--- config.mk ---
export PLATFORM = sky130hd
export DESIGN_NAME = tcdm_prio_ctrl
export DESIGN_NICKNAME = d
export VERILOG_FILES = /design/src/rtl/tcdm_prio_ctrl.sv
export SDC_FILE = /design/constraint.sdc
export NUM_CORES = 1
export LEC_CHECK = 0
export BUFFER_PORTS_ARGS = -buffer_cell sky130_fd_sc_hd__buf_2
export CAP_MARGIN = 5
export CORE_UTILIZATION = 50
export DETAILED_ROUTE_END_ITERATION = 8
export GPL_ROUTABILITY_DRIVEN = 0
export PLACE_DENSITY = 0.67
export SYNTH_ARGS = -nofsm -noshare
export SYNTH_HDL_FRONTEND = slang
export SYNTH_SLANG_ARGS = --single-unit
--- constraint.sdc ---
create_clock -name clk_i -period 1.5 [get_ports clk_i]
set_input_delay 0.225 -clock clk_i [delete_from_list [all_inputs] [get_ports clk_i]]
set_output_delay 0.225 -clock clk_i [all_outputs]
set_load 0.02 [all_outputs]
--- src/rtl/tcdm_prio_ctrl.sv ---
// tcdm_prio_ctrl: anti-starvation priority source for the TCDM arbiters.
// In normal operation (RAND) the arbiters see a pseudo-random priority
// taken from a 16-bit Galois LFSR. If any requester has waited
// StarveThresh cycles in a row, the block switches to LOCK and points the
// arbiters at that requester until it is granted or stops requesting.
// Optional feature: define TCDM_PRIO_CTRL_STATS_EN to add lock_cnt_o, a
// wrapping 16-bit count of RAND->LOCK transitions.
module tcdm_prio_ctrl #(
    parameter int unsigned NumIn        = 4,
    parameter int unsigned PrioWidth    = 4,
    parameter int unsigned StarveThresh = 15,
    parameter logic [15:0] LfsrSeed     = 16'h0001
) (
    input  logic                     clk_i,
    input  logic                     rst_i,
    input  logic [NumIn-1:0]         req_i,
    input  logic [NumIn-1:0]         gnt_i,
    input  logic                     adv_i,
    output logic [PrioWidth-1:0]     rr_o,
    output logic                     lock_o,
`ifdef TCDM_PRIO_CTRL_STATS_EN
    output logic [15:0]              lock_cnt_o,
`endif
    output logic [$clog2(NumIn)-1:0] lock_idx_o
);

    localparam int unsigned IdxW = $clog2(NumIn);
    localparam int unsigned CntW = $clog2(StarveThresh + 1);
    localparam logic [CntW-1:0] Thresh = CntW'(StarveThresh);
    localparam logic [15:0] LfsrMask = 16'hB400;

    typedef enum logic [0:0] {
        RAND = 1'b0,
        LOCK = 1'b1
    } state_e;

    state_e            state_q, state_d;
    logic [15:0]       lfsr_q, lfsr_d;
    logic [IdxW-1:0]   lock_idx_q, lock_idx_d;
    logic [CntW-1:0]   wcnt_q [NumIn];
    logic [CntW-1:0]   wcnt_d [NumIn];
    logic [NumIn-1:0]  starved;
    logic              any_starved;
    logic [IdxW-1:0]   low_idx;

    // Wait counters: count consecutive ungranted request cycles, saturating.
    always_comb begin
        for (int k = 0; k < NumIn; k++) begin
            wcnt_d[k] = '0;
            if (req_i[k] && !gnt_i[k]) begin
                wcnt_d[k] = (wcnt_q[k] == Thresh) ? Thresh : wcnt_q[k] + 1'b1;
            end
            starved[k] = (wcnt_q[k] == Thresh);
        end
    end

    // Lowest-index starved requester (loop runs high to low so low wins).
    always_comb begin
        low_idx     = '0;
        any_starved = 1'b0;
        for (int k = NumIn - 1; k >= 0; k--) begin
            if (starved[k]) begin
                low_idx     = IdxW'(k);
                any_starved = 1'b1;
            end
        end
    end

    // Next state, lock index and LFSR advance.
    always_comb begin
        state_d    = state_q;
        lock_idx_d = lock_idx_q;
        lfsr_d     = lfsr_q;
        unique case (state_q)
            RAND: begin
                if (adv_i) begin
                    lfsr_d = (lfsr_q >> 1) ^ (lfsr_q[0] ? LfsrMask : 16'h0000);
                end
                if (any_starved) begin
                    state_d    = LOCK;
                    lock_idx_d = low_idx;
                end
            end
            LOCK: begin
                // Index cleared on exit so lock_idx_o reads 0 in RAND.
                if (gnt_i[lock_idx_q] || !req_i[lock_idx_q]) begin
                    state_d    = RAND;
                    lock_idx_d = '0;
                end
            end
            default: state_d = RAND;
        endcase
    end

    // State, LFSR, lock index and counter registers.
    always_ff @(posedge clk_i or posedge rst_i) begin
        if (rst_i) begin
            state_q    <= RAND;
            lfsr_q     <= LfsrSeed;
            lock_idx_q <= '0;
            for (int k = 0; k < NumIn; k++) wcnt_q[k] <= '0;
        end else begin
            state_q    <= state_d;
            lfsr_q     <= lfsr_d;
            lock_idx_q <= lock_idx_d;
            for (int k = 0; k < NumIn; k++) wcnt_q[k] <= wcnt_d[k];
        end
    end

    // Outputs decoded from registered state only.
    always_comb begin
        lock_o     = (state_q == LOCK);
        lock_idx_o = lock_idx_q;
        rr_o       = lock_o ? PrioWidth'(lock_idx_q) : lfsr_q[PrioWidth-1:0];
    end

`ifdef TCDM_PRIO_CTRL_STATS_EN
    logic [15:0] lock_cnt_q, lock_cnt_d;

    // Count lock entries; natural 16-bit wrap.
    always_comb begin
        lock_cnt_d = lock_cnt_q;
        if (state_q == RAND && state_d == LOCK) lock_cnt_d = lock_cnt_q + 16'd1;
    end

    // Lock counter register.
    always_ff @(posedge clk_i or posedge rst_i) begin
        if (rst_i) lock_cnt_q <= 16'h0000;
        else       lock_cnt_q <= lock_cnt_d;
    end

    assign lock_cnt_o = lock_cnt_q;
`endif

endmodule

Word-level counts from Yosys, hierarchy flattened --
Index checks and enable logic that the tools add are counted.
Word-level totals: output and inout port bits 7, bits in registers 35, logic and storage cells 60
Cells by class: equal/unequal tests 6, bitwise gates (word level) 2, order comparisons 1, reductions and logical operators 12, add/subtract/negate cells 4, mux-type cells 28
Operators by type and width (number):
- $mux W4 | 9
- $add A4 B1 Y4 const B | 4
- $eq A4 B4 Y1 const B | 4
- $mux W16 | 1
- $xor A15 B16 Y16 | 1
- $mux W2 | 6
- $mux W1 | 8
- $logic_not A1 Y1 | 5
- $bmux W1 S2 | 2
- $logic_and A1 B1 Y1 | 4
- $pmux W2 S2 | 1
- $reduce_and A2 Y1 | 2
- $lt A2 B3 Y1 const B | 1
- $ne A2 B1 Y1 const B | 1
- $ne A2 B2 Y1 const B | 1
- $pmux W1 S2 | 1
- $logic_or A1 B1 Y1 | 1
- $not A1 Y1 | 1

Longest topological paths before layout --
Gate-level depths: netlist of run 1.
depth in word-level cells 7, depth in mapped cells 6, mapped depth without buffers 5

Least setup slack after synthesis of run 1 --
No wires, ideal clock.
path type reg-to-reg, from reg state_q (netlist: lock_o), to reg lfsr_q[15], data arrival time 1.282 ns, path slack 0.093 ns, cell stages (with the launch flop) 6, library setup time 0.125 ns, clock period less this slack 1.407 ns, path through dfrtp_1 -> buf_6 -> nor2b_2 -> buf_6 -> buf_6 -> mux2_4
On the way: word-level cells in the longest chain between the ends 2
Ends and longest elaborated chain:
- from (decl) | RTL line 37 | state_e state_q, state_d;
- from (signal assigned) | RTL line 103 | state_q <= state_d;
- $not A1 Y1 (no line)
- $reduce_and A2 Y1 (no line)
- to (signal assigned) | RTL line 99 | lfsr_q <= LfsrSeed;
- to (signal assigned) | RTL line 104 | lfsr_q <= lfsr_d;
- to (decl) | RTL line 38 | logic [15:0] lfsr_q, lfsr_d;
No other way between the ends. A chain may end at the register's enable or synchronous reset.

Worst setup path in the final report of run 1 --
from reg state_q (netlist: lock_o), to out rr_o[1]
On the way: word-level cells in the longest chain between the ends 1
Ends and longest elaborated chain:
- $mux W4 | RTL line 114 | rr_o = lock_o ? PrioWidth'(lock_idx_q) : lfsr_q[PrioWidth-1:0];
- to (decl) | RTL line 19 | output logic [PrioWidth-1:0] rr_o,
No other way between the ends.

==> results of run 1 <==
[repair_timing]
item                                    in CTS  in global routing
hold endpoints to repair                    34                  0
gates resized for setup                      1                  3
hold buffers                                 1                  0
setup buffers                                2                  0
endpoints found under the setup margin       2                  4
[cells in the mapped netlist (2+ instances only)]
master | n | area, um^2
mux2_4 | 4 | 60.1
inv_1 | 6 | 22.5
nor2b_1 | 2 | 12.5
a31oi_1 | 4 | 25.0
nor3_1 | 7 | 35.0
and3_1 | 2 | 12.5
o21ai_0 | 2 | 10.0
xnor2_1 | 3 | 26.3
ha_1 | 4 | 50.1
dfrtp_1 | 34 | 851
nand3_1 | 8 | 40.0
a21oi_1 | 10 | 50.1
nor3b_1 | 3 | 22.5
nand2b_1 | 2 | 12.5
nor2_1 | 17 | 63.8
o21ai_1 | 3 | 15.0
nand2_1 | 6 | 22.5
nand2b_4 | 2 | 27.5
mux2_2 | 11 | 124
buf_6 | 3 | 33.8
[cells by family (layout without fill, tap and decap cells)]
logic type      count (synthesis)  in the layout  share of synthesized area, %
mux                            16             16                          12.0
compound gates                 23             23                          8.60
buf+inv                        11             38                          3.95
xor+xnor                        3              3                          1.63
simple gates                   51             51                          16.4
flops                          35             35                          54.3
fa+ha+maj                       4              4                          3.10
[flip-flops by register name (all words and copies together) (netlist names)]
signal / cells
wcnt_q: 16
lock_idx_o: 2
lock_o: 1
lfsr_q: 16
[through the flow]
step	cells	utilization [%]
CTS	214	59.5
detailed placement	203	57.0
finish	214	59.7
global placement	203	57.0
floorplan	143	-
global route	214	59.7
[final cells by class]
class	count	area, um^2	share of cell area [%]
clock buffers	7	45.0	2.47
multi-input cells	97	676	37.1
clock inverters	1	5.00	0.275
well taps	44	55.1	3.02
inverters	7	26.3	1.44
flip-flops and latches	35	878	48.2
repair buffers	23	138	7.55
[critical path, stage by stage (launching register included)]
cell and delay (ns):
dfrtp_2 0.41, mux2_2 0.34, buf_2 0.16
[report_power, final]
part | internal [mW] | switching (mW)
Combinational | 0.381 | 0.279
Clock | 0.182 | 0.286
Sequential | 1.18 | 0.134
[layout by cell type, fill, tap and decap left out]
| cell | count |
|---|---|
| a211oi_1 | 1 |
| clkbuf_4 | 5 |
| inv_1 | 6 |
| nor2_1 | 17 |
| and3_1 | 2 |
| ha_1 | 4 |
| nor3b_1 | 3 |
| xnor2_1 | 3 |
| nor2b_1 | 1 |
| dfrtp_2 | 1 |
| a31oi_1 | 4 |
| dfstp_2 | 1 |
| mux2_4 | 4 |
| nand2b_1 | 2 |
| nor4_1 | 1 |
| nand2b_4 | 2 |
| clkinv_2 | 1 |
| mux2i_1 | 1 |
| dlygate4sd3_1 | 1 |
| mux2_2 | 11 |
| nand3_1 | 8 |
| a311oi_1 | 1 |
| clkbuf_1 | 2 |
| dfrtp_1 | 33 |
| nand2_1 | 6 |
| nor3_1 | 7 |
| o21ai_0 | 2 |
| buf_2 | 15 |
| a2111oi_2 | 1 |
| o21ai_1 | 3 |
| nor2b_2 | 2 |
| buf_4 | 7 |
| clkinv_1 | 1 |
| a21oi_1 | 10 |
| o211ai_1 | 1 |
[routing by layer]
metal	wire length, um	up-vias	global-route usage, %
met5	0	-	0
li1	-	557	-
met2	1240	25	27.8
met4	46	0	8.16
met3	129	5	6.59
met1	1230	548	23.1
[worst paths after layout]
check / from / end / cells past startpoint
max: lock_o / rr_o[1] / 2
min: req_i[1] / wcnt_q[9] / 3
max reg2reg: lock_o / lfsr_q[5] / 4
min reg2reg: lfsr_q[15] / lfsr_q[15] / 1
max in group asynchronous: rst_i / lfsr_q[0] / 4
min in group asynchronous: rst_i / lock_idx_o[0] / 4
==> metrics.csv, run 1 <==
metric,value,unit
relative slew slack,70.4,%
DR WL/cell,12.3,um
maximum number of pins on one net before global-route repair,36,
filler instances,277,
skew final,0.0119,ns
Core Rows,20,
total wire length,2640,um
Worst setup EP type,output pin,
Mapped Cells,143,
CTS Buffer Depth,2,
DP Area,0.00174,mm^2
kind of start point of the critical path,register,
Via Count,1135,
register bit total from synthesis,35,
area added between synthesis and finish,12.9,%
Final Cell Area,0.00182,mm^2
status,finished clean,
ant diodes,0,
grt ovf,0,
sequential element share of the synthesized area,54.3,%
HPWL after DPL,1850,um
Final Hold Fails,0,
Core Footprint,0.00305,mm^2
number of synthesized flops with an enable pin,0,
first-pass GRT wire length,4540,um
number of max-cap violations,0,
YS warnings,0,
drt pass-1 iters,4,
Final Slew Violations,0,
Clock Sinks,35,
fin worst setup slack,0.0378,ns
share of cells above drive strength 1,29.4,%
# IOs,18,
Worst-Skew Late Latency,0.33,ns
final-stage net count,184,
Period minus WS final,1.46,ns
post-synth net total,158,
Power Density,1340,mW/mm^2
"Top FF cell, synth",dfrtp_1,
Hold Crit Class,in2reg,
post-route setup TNS,0,ns
FF-to-FF setup slack,0.07,ns
IO buf count,17,
RSZ-0062 raised after global routing,yes,
CP required,1.27,ns
async set-reset flop share out of synthesis,100,%
chip height,58.8,um
all-layer global routing usage,18.1,%
Tot Pwr,2.44,mW
Initial Util,52.9,%
Syn Area/Cell,11.3,um^2
final setup vio count,0,
clk slew on worst S/H paths,0.10,ns
area of the die,0.00346,mm^2
Crit Path Max Fanout,4,
post-route ant nets,0,
initial DRC count,55,
Worst Hold Slack,0.163,ns
Die X-Extent,58.8,um
H-tree Lvls,2,
DRC,0,
CTS Buf Count,5,
Synth Cell Area,0.00161,mm^2
highest clock rate,0.684,GHz
worst IR drop on VDD,0.666,mV
Place WS,0.143,ns
initial antenna violation count,0,
crit path kind,reg2out,
vias in the first global route,1056,
CP arrival,1.24,ns
"Distinct cells, synth",30,
CTS tree,built,
Vias/cell,5.30,
Tcrit/Tclk final,97.5,%
Leak,0.840,nW
Least-Margin Pin Slew,0.444,ns
Root Buffer,clkbuf_4,
No activity file was read; power rests on OpenSTA's default activity.
==> run 2: changes to the inputs <==
--- a/config.mk
+++ b/config.mk
@@ -11,6 +11,7 @@
 export DETAILED_ROUTE_END_ITERATION = 8
 export GPL_ROUTABILITY_DRIVEN = 0
 export PLACE_DENSITY = 0.67
+export REMOVE_ABC_BUFFERS = 1
 export SYNTH_ARGS = -nofsm -noshare
 export SYNTH_HDL_FRONTEND = slang
 export SYNTH_SLANG_ARGS = --single-unit
==> run 2 against run 1 <==
Effect of this change: critical path depth unchanged; register-to-register slack better by 0.05 ns; non-clock buffer count unchanged; cell count unchanged; sequential power about the same; maximum frequency up 0.27%; sequential cell count unchanged; cell area up 2.2%.
==> metrics.csv, run 2 (synthesis results as in run 1) <==
metric,value,unit,change
status,finished clean,,
Core Footprint,0.00305,mm^2,unchanged
skew final,0.00453,ns,-0.00737 ns
Worst Hold Slack,0.164,ns,+0.00131 ns
drt pass-1 iters,3,,-1
"commonest non-fill, non-tap cell in the layout",dfrtp_1,,
final setup vio count,0,,unchanged
number of max-cap violations,0,,unchanged
vias in the first global route,1113,,+5.4%
Die X-Extent,58.8,um,unchanged
Clock Sinks,35,,unchanged
relative slew slack,71.3,%,+0.96 points
Tcrit/Tclk final,97.2,%,-0.27 points
Final Hold Fails,0,,unchanged
clk slew on worst S/H paths,0.10,ns,about the same
Root Buffer,clkbuf_4,,
maximum number of pins on one net before global-route repair,36,,unchanged
initial DRC count,31,,-44%
most frequent cells in the layout,"dfrtp_1 (33), nor2_1 (17), buf_2 (15), mux2_2 (11), a21oi_1 (10)",,
DRC,0,,unchanged
Core Rows,20,,unchanged
initial antenna violation count,0,,unchanged
IO buf count,17,,unchanged
CP arrival,1.23,ns,about the same
crit path kind,reg2out,,
post-route setup TNS,0,ns,unchanged
HPWL after DPL,1980,um,+7.1%
area of the die,0.00346,mm^2,unchanged
Hold Crit Class,in2reg,,
CP required,1.27,ns,about the same
Initial Util,52.9,%,unchanged
Least-Margin Pin Slew,0.430,ns,-0.0143 ns
Worst setup EP type,output pin,,
H-tree Lvls,2,,unchanged
worst IR drop on VDD,0.723,mV,+8.6%
Worst-Skew Late Latency,0.33,ns,about the same
highest clock rate,0.686,GHz,+0.27%
Final Slew Violations,0,,unchanged
ant diodes,0,,unchanged
Vias/cell,5.18,,-2.3%
final-stage net count,184,,unchanged
filler instances,261,,-5.8%
total wire length,2830,um,+7.1%
Tot Pwr,2.57,mW,+5.2%
post-route ant nets,0,,unchanged
first-pass GRT wire length,4970,um,+9.6%
Leak,0.857,nW,+2.0%
Crit Path Max Fanout,4,,unchanged
Power Density,1380,mW/mm^2,+2.9%
Via Count,1109,,-2.3%
all-layer global routing usage,19.6,%,+1.5 points
grt ovf,0,,unchanged
# IOs,18,,unchanged
CTS Buf Count,5,,unchanged
DR WL/cell,13.2,um,+7.1%
chip height,58.8,um,unchanged
share of cells above drive strength 1,31.2,%,+1.8 points
Period minus WS final,1.46,ns,-0.00399 ns
RSZ-0062 raised after global routing,yes,,
kind of start point of the critical path,register,,
area added between synthesis and finish,15.4,%,
CTS tree,built,,
CTS Buffer Depth,2,,unchanged
[run 2: cell types whose count changed in the layout (fill, tap and decap cells not counted), sizes merged]
cell / previous run / this run
clkbuf: 7 / 8
clkinv: 2 / 1
[run 2: stage by stage]
stage | std cells | utilization [%] | setup slack, ns | instance area [um^2]
floorplan | 139 | - | -0.157 | 1580
detailed placement | 202 | 57.1 | 0.0854 | 1740
CTS | 214 | 60.5 | 0.0225 | 1850
global placement | 202 | 57.1 | 0.157 | 1740
global route | 214 | 61.0 | -0.00842 | 1860
finish | 214 | 61.0 | 0.0418 | 1860
[run 2: per-layer routing]
metal	part of all wire [%]	vias up	track usage, %
li1	-	555	-
met1	44	533	24.5
met2	51	16	31.0
met3	3.7	5	5.49
met4	1.6	0	10.5
met5	0	-	0
[run 2: power by group]
group	switching [mW]	total, mW	internal, mW
clock network	0.304	0.580	0.276
registers	0.143	1.32	1.18
logic	0.280	0.666	0.386
[run 2: what timing repair did]
action	CTS	global route
buffers inserted	3	0
hold buffers	1	0
resized for setup	1	5
endpoints found under the setup margin	2	5
hold endpoints to repair	34	0
[run 2: worst paths after layout]
check	endpoint	from	slack (ns)	depth (start not counted)
max in group asynchronous	lfsr_q[0]	rst_i	0.65	4
worst max-delay path	rr_o[1]	lock_o	0.04	2
worst min-delay path	wcnt_q[9]	req_i[1]	0.16	3
worst max register to register	lfsr_q[6]	lock_o	0.12	4
worst min register to register	wcnt_q[8]	wcnt_q[8]	0.51	1
min in group asynchronous	wcnt_q[2]	rst_i	0.52	4
[run 2: layout make-up]
| type | instances | area (um^2) | share of cell area, % |
|---|---|---|---|
| clock buffers | 8 | 68.8 | 3.69 |
| repair buffers | 23 | 150 | 8.06 |
| multi-input cells | 97 | 684 | 36.7 |
| flip-flops and latches | 35 | 878 | 47.1 |
| well taps | 44 | 55.1 | 2.95 |
| inverters | 7 | 26.3 | 1.41 |
[run 2: worst max-delay path, cell delays in order (launching register included)]
cell and delay [ns]:
dfrtp_2 0.41, mux2_2 0.34, buf_2 0.16
==> run 3: changes to the inputs <==
--- a/config.mk
+++ b/config.mk
@@ -5,6 +5,7 @@
 export SDC_FILE = /design/constraint.sdc
 export NUM_CORES = 1
 export LEC_CHECK = 0
+export ABC_AREA = 1
 export BUFFER_PORTS_ARGS = -buffer_cell sky130_fd_sc_hd__buf_2
 export CAP_MARGIN = 5
 export CORE_UTILIZATION = 50
==> run 3 against run 2 <==
Effect of this change: cell count is 8.9% higher; area after synthesis fell by 1.6%; maximum frequency up 2.6%; register-to-register slack better by 0.04 ns; critical path depth increased by 1; sequential cell count did not move; total power fell by 13%; core utilization fell by 0.78 points; wire length rose by 3.0%; worst hold slack gained 0.038 ns.
==> metrics.csv, run 3 <==
metric,value,unit,change
status,finished clean,,
Power Internal,1.63,mW,-12%
Clock Sinks,35,,unchanged
CTS Buf Count,5,,unchanged
area of the die,0.00341,mm^2,-1.5%
grt ovf,0,,unchanged
CP required,1.27,ns,about the same
reg2reg start,wcnt_q[12],,
Clk pwr share,25.8,%,+3.2 points
sequential element share of the synthesized area,55.2,%,+0.86 points
Final Slew Violations,0,,unchanged
async set-reset flop share out of synthesis,100,%,unchanged
post-route setup TNS,0,ns,unchanged
register bit total from synthesis,35,,unchanged
Leak,0.929,nW,+8.4%
CTS Buffer Depth,2,,unchanged
fin worst setup slack,0.0781,ns,+0.0363 ns
Bufs and invs on worst path,2,,+1
Gate power share,19.2,%,-6.7 points
Final Hold Fails,0,,unchanged
skew final,0.0103,ns,+0.00573 ns
Initial Util,52.5,%,-0.39 points
final setup vio count,0,,unchanged
filler instances,260,,-0.38%
Synth top area share,53.5,%,+0.83 points
reg2reg end,lock_idx_o[1],,
FF-to-FF setup slack,0.16,ns,+0.04 ns
Crit Path Max Fanout,2,,-2
Syn Area/Cell,9.81,um^2,-13%
Worst-Skew Late Latency,0.33,ns,about the same
share of cells above drive strength 1,22.2,%,-9.0 points
worst IR drop on VDD,0.839,mV,+16%
area added between synthesis and finish,14.8,%,
all-layer global routing usage,20.0,%,+0.35 points
Via Count,1207,,+8.8%
initial antenna violation count,0,,unchanged
Least-Margin Pin Slew,0.445,ns,+0.0150 ns
initial DRC count,41,,+32%
post-route ant nets,0,,unchanged
Flop pwr share,55.0,%,+3.5 points
Worst Hold Endpoint,wcnt_q[1],,
CTS tree,built,,
CP arrival,1.20,ns,-0.03 ns
final-stage net count,203,,+10%
Sw Pwr,611,uW,-16%
"count leader, synth",dfrtp_1,,
R2R depth,10,,+6
H-tree Lvls,2,,unchanged
Hold Crit Class,in2reg,,
Worst Hold Slack,0.202,ns,+0.0377 ns
Synth Cell Area,0.00159,mm^2,-1.6%
Net Sw Frac,27.3,%,-1.0 points
Tcrit/Tclk final,94.8,%,-2.4 points
Vias/cell,5.18,,about the same
"top cells by count, synth","dfrtp_1 (34), nand2_1 (27), inv_1 (23), nand3_1 (16), o21ai_0 (10)",,
worst hold stages,3,,unchanged
DRC,0,,unchanged
HPWL after DPL,2100,um,+5.8%
Period minus WS final,1.42,ns,-0.0363 ns
Power Density,1230,mW/mm^2,-11%
# IOs,18,,unchanged
Root Buffer,clkbuf_4,,
drt pass-1 iters,4,,+1
clk slew on worst S/H paths,0.11,ns,about the same
CP startpoint,lfsr_q[0],,
vias in the first global route,1201,,+7.9%
Place WS,0.122,ns,+0.0363 ns
number of synthesized flops with an enable pin,0,,unchanged
kind of start point of the critical path,register,,
hold path startpoint,req_i[3],,
total wire length,2910,um,+3.0%
YS warnings,0,,unchanged
highest clock rate,0.703,GHz,+2.6%
maximum number of pins on one net before global-route repair,25,,-31%
"area leader, netlist",dfrtp_1,,
"CP delay by family, top",flip-flops,,
Die X-Extent,58.4,um,-0.75%
first-pass GRT wire length,5020,um,+0.84%
Core Rows,20,,unchanged
Worst setup EP type,output pin,,
IO buf count,17,,unchanged
slowest CP cell,dfstp_2,,
Mapped Cells,162,,+13%
max incr delay on CP,0.55,ns,+0.14 ns
"commonest non-fill, non-tap cell in the layout",dfrtp_1,,
synth top area cells,"dfrtp_1 (54%), nand2_1 (6.4%), inv_1 (5.4%), nand3_1 (5.0%), a211oi_1 (3.8%)",,
Core Footprint,0.00303,mm^2,-0.82%
ant diodes,0,,unchanged
chip height,58.4,um,-0.75%
number of max-cap violations,0,,unchanged
most frequent cells in the layout,"dfrtp_1 (34), nand2_1 (26), inv_1 (23), buf_2 (16), nand3_1 (15)",,
worst-path cell chain,"inv_1, o21ai_1, buf_4",,
"Top FF cell, synth",dfrtp_1,,
"Distinct cells, synth",20,,-33%
relative slew slack,70.3,%,-1.0 points
RSZ-0062 raised after global routing,no,,
crit path kind,reg2out,,
DR WL/cell,12.5,um,-5.4%
## run 3: cell type report
cell class / instances / area, um^2 / share of cell area, %
flip-flops and latches: 35 / 877 / 48.1
multi-input cells: 99 / 593 / 32.5
repair buffers: 23 / 135 / 7.41
inverters: 24 / 95.1 / 5.21
clock buffers: 8 / 68.8 / 3.77
well taps: 44 / 55.1 / 3.02
## run 3: power groups by stage
| stage | Sequential [mW] | Clock (mW) | Combinational, mW |
|---|---|---|---|
| floorplan | 1.23 | 0 | 0.313 |
| global placement | 1.24 | 0 | 0.389 |
| detailed placement | 1.26 | 0 | 0.411 |
| CTS | 1.23 | 0.593 | 0.432 |
| global route | 1.25 | 0.633 | 0.483 |
| finish | 1.23 | 0.579 | 0.430 |
## run 3: worst max-delay path by stage
stage,end,slack [ns],cells past startpoint
6_report,rr_o[0],0.08,3
5_1_grt,rr_o[1],0.004,3
4_1_cts,rr_o[0],0.03,3
3_5_place_dp,lock_idx_o[1],0.12,10
3_3_place_gp,lock_idx_o[0],0.23,10
2_1_floorplan,lfsr_q[11],0.13,3
## run 3: stage by stage
stage               area (um^2)  std cells  total power, mW  util [%]
floorplan                  1560        158             1.54         -
CTS                        1810        233             2.26      59.9
detailed placement         1720        222             1.67      56.8
global placement           1720        222             1.63      56.8
finish                     1820        233             2.24      60.2
global route               1820        233             2.37      60.2
## run 3: what timing repair did
action,CTS,global route
resized for setup,0,5
hold buffers,1,0
cloned,0,0
endpoints found under the hold margin,8,0
setup endpoints to repair,2,4
setup buffers,2,0
## run 3: per-layer routing
metal	track usage (%)	up-vias	part of all wire (%)
met1	24.2	590	45
met5	0	-	0
li1	-	585	-
met3	5.27	4	4.4
met2	34.0	28	49
met4	8.16	0	1.4
## run 3: worst register-to-register path: cells and delay by family, from the launching register on
kind                     cells  cell delay, ns
AND/OR/NAND/NOR              8            0.61
adder cells (fa/ha/maj)      1            0.22
buffers and inverters        1            0.06
flip-flops                   1            0.41
## run 3: logic make-up (layout without fill, tap and decap cells)
group / Yosys count / in the layout / share of synthesized area (%)
AND/OR/NAND/NOR: 57 / 57 / 15.7
flip-flops: 35 / 35 / 55.2
buffers and inverters: 28 / 55 / 7.95
AO/OA/AOI/OAI: 27 / 27 / 9.76
multiplexers: 8 / 8 / 6.61
adder cells (fa/ha/maj): 4 / 4 / 3.15
XOR/XNOR: 3 / 3 / 1.65
